### config.mk
export PLATFORM = sky130hd
export DESIGN_NAME = div_ctrl
export DESIGN_NICKNAME = d
export VERILOG_FILES = /design/src/rtl/div_ctrl.sv
export SDC_FILE = /design/constraint.sdc
export NUM_CORES = 1
export LEC_CHECK = 0
export ABC_AREA = 1
export BUFFER_PORTS_ARGS = -buffer_cell sky130_fd_sc_hd__buf_2
export CORE_AREA = 2 2 107 109
export DETAILED_ROUTE_END_ITERATION = 6
export DIE_AREA = 0 0 109 111
export GPL_TIMING_DRIVEN = 0
export PLACE_DENSITY = 0.79
export RECOVER_POWER = 100
export SLEW_MARGIN = 30
export SYNTH_ARGS = -nofsm -noshare
export SYNTH_HDL_FRONTEND = slang
export SYNTH_SLANG_ARGS = --single-unit
### constraint.sdc
create_clock -name clk -period 1.5 [get_ports clk]
set_clock_uncertainty 0.15 [all_clocks]
set_input_delay 0.075 -clock clk [delete_from_list [all_inputs] [get_ports clk]]
set_output_delay 0.075 -clock clk [all_outputs]
set_load 0.02 [all_outputs]
### src/rtl/div_ctrl.sv
// Purpose : sequences DIV/DIVU through an external iterative divider and writes HI/LO.
// Latency : request accepted in IDLE at T -> hilo_we at T+35 with the 33-cycle divider.
// Backpres: div_stall holds the EX request until DONE; a flushed op is drained before reuse.
// Option  : DIV_CTRL_ZERO_BYPASS_EN -- zero divisor skips the divider (hi=ex_a, lo=all ones, T+1).
module div_ctrl (
    input  logic        clk,
    input  logic        rst,
    input  logic        ex_div_req,
    input  logic        ex_div_sign,
    input  logic [31:0] ex_a,
    input  logic [31:0] ex_b,
    input  logic        flush,
    output logic        div_stall,
    output logic        hilo_we,
    output logic [31:0] hi_out,
    output logic [31:0] lo_out,
    output logic [31:0] d_a,
    output logic [31:0] d_b,
    output logic        d_sign,
    output logic        d_opn_valid,
    output logic        d_res_ready,
    input  logic        d_res_valid,
    input  logic [63:0] d_result
);

    typedef enum logic [2:0] {
        IDLE  = 3'd0,
        ISSUE = 3'd1,
        BUSY  = 3'd2,
        DONE  = 3'd3,
        DRAIN = 3'd4
    } state_t;

    state_t      r_state;
    state_t      w_next;
    logic [31:0] r_hi;
    logic [31:0] r_lo;
    logic [31:0] r_a;
    logic [31:0] r_b;
    logic        r_sign;
    logic        w_accept;
    logic        w_zero;
    logic        w_capture;

    // A request is only taken in IDLE and never in a flush cycle.
    assign w_accept  = (r_state == IDLE) && ex_div_req && !flush;
    // Result is kept only when it arrives in BUSY without a coincident flush.
    assign w_capture = (r_state == BUSY) && d_res_valid && !flush;

`ifdef DIV_CTRL_ZERO_BYPASS_EN
    assign w_zero = (ex_b == 32'd0);
`else
    assign w_zero = 1'b0;
`endif

    // State register.
    always_ff @(posedge clk) begin
        if (rst) r_state <= IDLE;
        else     r_state <= w_next;
    end

    // Operand latch on accept; HI/LO update on divider result or zero bypass.
    always_ff @(posedge clk) begin
        if (rst) begin
            r_a    <= 32'd0;
            r_b    <= 32'd0;
            r_sign <= 1'b0;
            r_hi   <= 32'd0;
            r_lo   <= 32'd0;
        end else begin
            if (w_accept) begin
                r_a    <= ex_a;
                r_b    <= ex_b;
                r_sign <= ex_div_sign;
            end
            if (w_accept && w_zero) begin
                r_hi <= ex_a;
                r_lo <= 32'hFFFF_FFFF;
            end else if (w_capture) begin
                r_hi <= d_result[63:32];
                r_lo <= d_result[31:0];
            end
        end
    end

    // Next-state logic; ISSUE always hands the divider an operation, so a
    // flush from ISSUE onward must drain the result before the next issue.
    always_comb begin
        w_next = r_state;
        case (r_state)
            IDLE: begin
                if (w_accept) w_next = w_zero ? DONE : ISSUE;
            end
            ISSUE: begin
                w_next = flush ? DRAIN : BUSY;
            end
            BUSY: begin
                if (d_res_valid) w_next = flush ? IDLE : DONE;
                else if (flush)  w_next = DRAIN;
            end
            DONE: begin
                w_next = IDLE;
            end
            DRAIN: begin
                if (d_res_valid) w_next = IDLE;
            end
            default: w_next = IDLE;
        endcase
    end

    // Handshake and pipeline-control outputs, held low while in reset.
    always_comb begin
        d_opn_valid = 1'b0;
        d_res_ready = 1'b0;
        hilo_we     = 1'b0;
        div_stall   = 1'b0;
        if (!rst) begin
            d_opn_valid = (r_state == ISSUE);
            d_res_ready = (r_state == BUSY) || (r_state == DRAIN);
            hilo_we     = (r_state == DONE) && !flush;
            div_stall   = ex_div_req && !flush && (r_state != DONE);
        end
    end

    assign hi_out = r_hi;
    assign lo_out = r_lo;
    assign d_a    = r_a;
    assign d_b    = r_b;
    assign d_sign = r_sign;

endmodule

Word level (Yosys, flattened, before mapping)
Index checks and enable logic that the tools add are counted.
{ "classes": {"n_eq_ne": 8, "muxes": 11, "reduce_logical": 11} }
{ "ops": {"columns": ["operator", "count"], "rows": [
  ["3-bit two-way mux", 5],
  ["3-bit case mux with 4 select lines", 1],
  ["1-bit logical AND", 7],
  ["3-bit by 2-bit == test with 1-bit output, second input constant", 2],
  ["1-bit two-way mux", 4],
  ["2-bit inequality test, second input constant", 2],
  ["3-bit by 1-bit == test with 1-bit output, second input constant", 1],
  ["3-bit == test, second input constant", 1],
  ["3-bit zero test", 1],
  ["3-bit by 2-bit inequality test with 1-bit output, second input constant", 1],
  ["3-bit inequality test, second input constant", 1],
  ["3-bit AND reduction", 1],
  ["2-bit two-way mux", 1],
  ["1-bit zero test", 1],
  ["1-bit logical OR", 1]
]} }
{ "word_totals": {"register_bits": 132, "inputBits": 134, "out_inout_bits": 133, "word_cells": 36} }

Longest topological paths before layout
{ "logic_depth": {"depth_word": 5, "ltp_mapped": 9, "depth_no_buf": 7} }

Worst setup path before layout
Ideal clock, no wire load.
{ "synth_timing": {"kind": "reg2out", "from": "register r_state[0]", "to": "output d_opn_valid", "t_arrival_ps": 1198, "required_ps": 1275, "slack_ps": 77, "path_stages_with_launch": 3, "n_path_buf": 0, "path_cell_list": "dfxtp_1 inv_1 nor4_1"} }
{ "synth_between": {"elab_chain_len": 2} }
{ "synth_rtl": {"columns": ["element", "line_no", "text"], "rows": [
  ["start: declaration", "34", "state_t r_state;"],
  ["start signal: assignment", "59", "else r_state <= w_next;"],
  ["3-bit by 1-bit == test with 1-bit output", "118", "d_opn_valid = (r_state == ISSUE);"],
  ["1-bit two-way mux", "117", "if (!rst) begin"],
  ["end: declaration", "20", "output logic d_opn_valid,"]
]} }
Every way passes these cells.

Worst setup path in the final report
{ "layout_timing": {"from": "register r_state[1]", "to": "register r_lo[24] (netlist: lo_out[24])"} }
{ "layout_between": {"elab_chain_len": 3} }
{ "layout_rtl": {"columns": ["element", "line_no", "text"], "rows": [
  ["3-bit by 2-bit == test with 1-bit output", "48", "assign w_capture = (r_state == BUSY) && d_res_valid && !flush;"],
  ["1-bit logical AND (2 in a row)", "48", null],
  ["end signal: assignment", "81", "r_lo <= d_result[31:0];"],
  ["end: declaration", "37", "logic [31:0] r_lo;"]
]} }
Every way passes these cells.
A chain may end at the register's enable or synchronous reset.

==> summary.md <==
| Metric | Value |
|---|---|
| Outcome | finished with violations |
| Failing checks | negative setup slack |
| Critical Path, Cell by Cell | inv_2, nor2_4, nand3_4, buf_8, buf_8, o21ai_1, nor2_1 |
| Clock buffer depth | 2 |
| Worst skew pair latency | 0.42 ns |
| Port Buf Inserts | 266 |
| Num Clock Sinks | around 130 |
| CTS Buf Count | 17 |
| DP Area | about 6200 um^2 |
| ANT cells | 0 |
| Combinational family with the most area after synthesis | simple AND/OR/NAND/NOR gates |
| Core Util, Final | 0.7466 |
| Average size of a mapped cell | 7.860 um^2 |
| Final Setup Violations | 39 |
| Worst Hold Depth | 6 |
| Post-synthesis adder-cell area fraction | 0 |
| Max Cap Viol | 0 |
| Synth Area in Compound Gates | 0.1373 |
| Largest net degree at the start of global routing | 17 |
| Synth warn | 0 |
| Multiplexer share of the synthesized area | 0 |
| Total track usage | 0.2989 |
| Worst setup SP type | flop |
| Final min period | 1.570 ns |
| Chip height | 111 um |
| Synth Register Bits | 132 |
| Yosys top cell area share | 0.5576 |
| CP Buf/Inv Count | 3 |
| Final hold slack | around 0.075 ns |
| Most frequent CP cell | buf_8 |
| CP required | between 1.5 and 2 ns |
| Area Overhead vs Synth | 74.50% |
| Number of global-route vias before repair | 6,009 |
| CP arrival | 1.73 ns |
| Drt pass-1 iters | 5 |
| Number of remaining DRC errors | 0 |
| Initial DRC count | 327 |
| Register clock-pin slew on the reported worst setup and hold paths | 0.06 ns |
| Leakage | 0.003451 uW |
| Fin cells | between 1k and 1.5k |
| Peak VDD IR | 1.064 mV |
| Post-Route WL | 18,670 um |
| Post-route clock period utilization | 1.047 |
| # rows | 39 |
| Core ar. | ~11,000 um^2 |
| Fmax | ~640 MHz |
| CTS tree | built |
| Xor/xnor cell area share of the yosys netlist | 0 |
| Routed len/inst | ~16 um |
| Mapped Cells | 603 |
| First-pass GRT wire length | 27,960 um |
| Final setup margin | -0.07044 ns |
| Top post-synthesis cells by area | dfxtp_1, nor2_1, o21ai_0, o21ai_1, nor2_2 |
| Initial Utilization | 0.4279 |
| Worst setup EP type | flop |
| Placed cells | 1,012 |
| Vias per cell | 4.949 |
| Post-DP HPWL | 9975 um |
| Initial antenna violation count | 0 |
| Worst r2r path cells | 7 |
| Worst path top cell family by delay | buffers and inverters |
| # H-tree levels | 4 |
| Die area | 12,100 um^2 |
| Clk root buf | clkbuf_16 |
| Antenna viol nets, final | 0 |
| I/O pin count | ~270 |
| Nets@finish | 1,162 |
| Synth Net Count | around 740 |
| Critical Path Stages | 7 |
| WS Path Type | reg2reg |
| Normalized max-slew margin | 0.5074 |
| Area of the mapped netlist | ~4700 um^2 |
| Share of layout cells above drive strength 1 | 0.2464 |
| CP peak stage delay | between 0.3 and 0.4 ns |
| PwrDens | ~1300 nW/um^2 |
| Worst slew pin tran | 0.7389 ns |
| RePlAce Congestion | 0.8493 |
| GRT Residual Overflow | 0 |
| Die W | 109 um |
| Hold Violations, Final | 0 |
| Critical Path Fanout Max | 10 |
| CP max stage cell | dfxtp_4 |
| Worst Hold Class | in2reg |
| Via count | 5,850 |
| Leading area contributor after synthesis | dfxtp_1 |
| Sequential share of the synthesized area | 0.5576 |
| Simple-Gate Fraction of Synth Area | 0.2445 |
| Library cells used by synthesis | 22 |
| Pins Over Slew Limit | 0 |
| RSZ-0062 raised after global routing | yes |
| Final Instance Area | 8270 um^2 |
synthesized netlist by cell type:
cell type	count
inv_1	5
nor2_2	11
nand3_2	2
buf_4	7
buf_1	1
a21oi_1	1
o21ai_0	81
dfxtp_1	132
nor2_4	1
nand2_1	7
inv_2	5
buf_8	1
clkbuf_2	1
buf_6	6
clkbuf_1	15
nor4_1	1
nor2_1	255
nor3_1	1
buf_2	10
o21ai_1	48
nand4_1	3
nand3_1	9
final timing paths:
check / slack [ns] / from / end
worst max-delay path: -0.07 / r_state[1] / lo_out[24]
worst min-delay path: 0.08 / flush / r_state[1]
worst max register to register: -0.07 / r_state[1] / lo_out[24]
worst min register to register: 0.32 / d_sign / d_sign
metal layers:
metal / vias up / GRT usage / wire length, um
met4: 0 / 0.1795 / 1093
met2: 286 / 0.5511 / 9714
li1: 2794 / - / -
met3: 97 / 0.07466 / 1247
met5: - / 0 / 0
met1: 2673 / 0.2911 / 6613
state kept, by name (all words and copies together), names as in the netlist:
| register | cells |
|---|---|
| d_a | 32 |
| d_b | 32 |
| d_sign | 1 |
| hi_out | 32 |
| lo_out | 32 |
| r_state | 3 |
worst min-delay path, stage by stage:
cell and delay (ns):
buf_2 0.15, nor2_1 0.06, nand3_1 0.15, nand3_1 0.09, nand2_1 0.06, inv_1 0.03
layout make-up:
type / instances / area (um^2)
multi-input combinational: 420 / 1968
clock inverter: 5 / 27.53
buffer: 41 / 326.6
inverter: 10 / 47.55
clock buffer: 25 / 485.5
sequential: 132 / 2654
timing repair buffer: 406 / 2582
tap: 143 / 178.9
fill: 812 / 2806
metrics by stage:
step	setup TNS (ns)	setup WS, ns	power (uW)
finish	-0.8747	-0.07044	10760
global route	-4.660	-0.1282	11230
CTS	-0.02728	-0.02312	10580
detailed placement	-5.630	-0.1481	6572
global placement	-4.644	-0.1282	6522
floorplan	0	0.07731	5759
repair_timing:
item                       CTS  global route
hold buffers               133             0
hold endpoints to repair   132             0
setup endpoints to repair  105           121
buffers inserted             5             1
pin swaps                    3             2
gates cloned                 0             1
gates resized for setup     23           117
cells by family after synthesis:
logic type / after synthesis
AO/OA/AOI/OAI: 130
buffers and inverters: 51
flip-flops: 132
AND/OR/NAND/NOR: 290
layout by cell type, fill, tap and decap left out, types with 2 or more instances in the layout:
master           n
buf_4           14
clkbuf_4         4
buf_6            7
clkbuf_8         3
buf_8            6
nor2_2          11
nand4_1          3
clkbuf_16       18
dlygate4sd3_1  133
nand2_1          7
inv_2            3
clkinv_2         4
nand3_1          9
o21ai_0         30
inv_1            5
buf_2          138
clkbuf_1       146
nor2_4           2
o21ai_2         33
dfxtp_1        129
nor2_1         254
o21ai_1         65
dfxtp_4          3
report_power, final:
| part | internal (uW) | total, uW | switching (uW) |
|---|---|---|---|
| registers | 3940 | 4210 | 268 |
| clock network | 2210 | 3670 | 1460 |
| logic | 1160 | 2890 | 1730 |
Power figures use the tool's default switching activity.
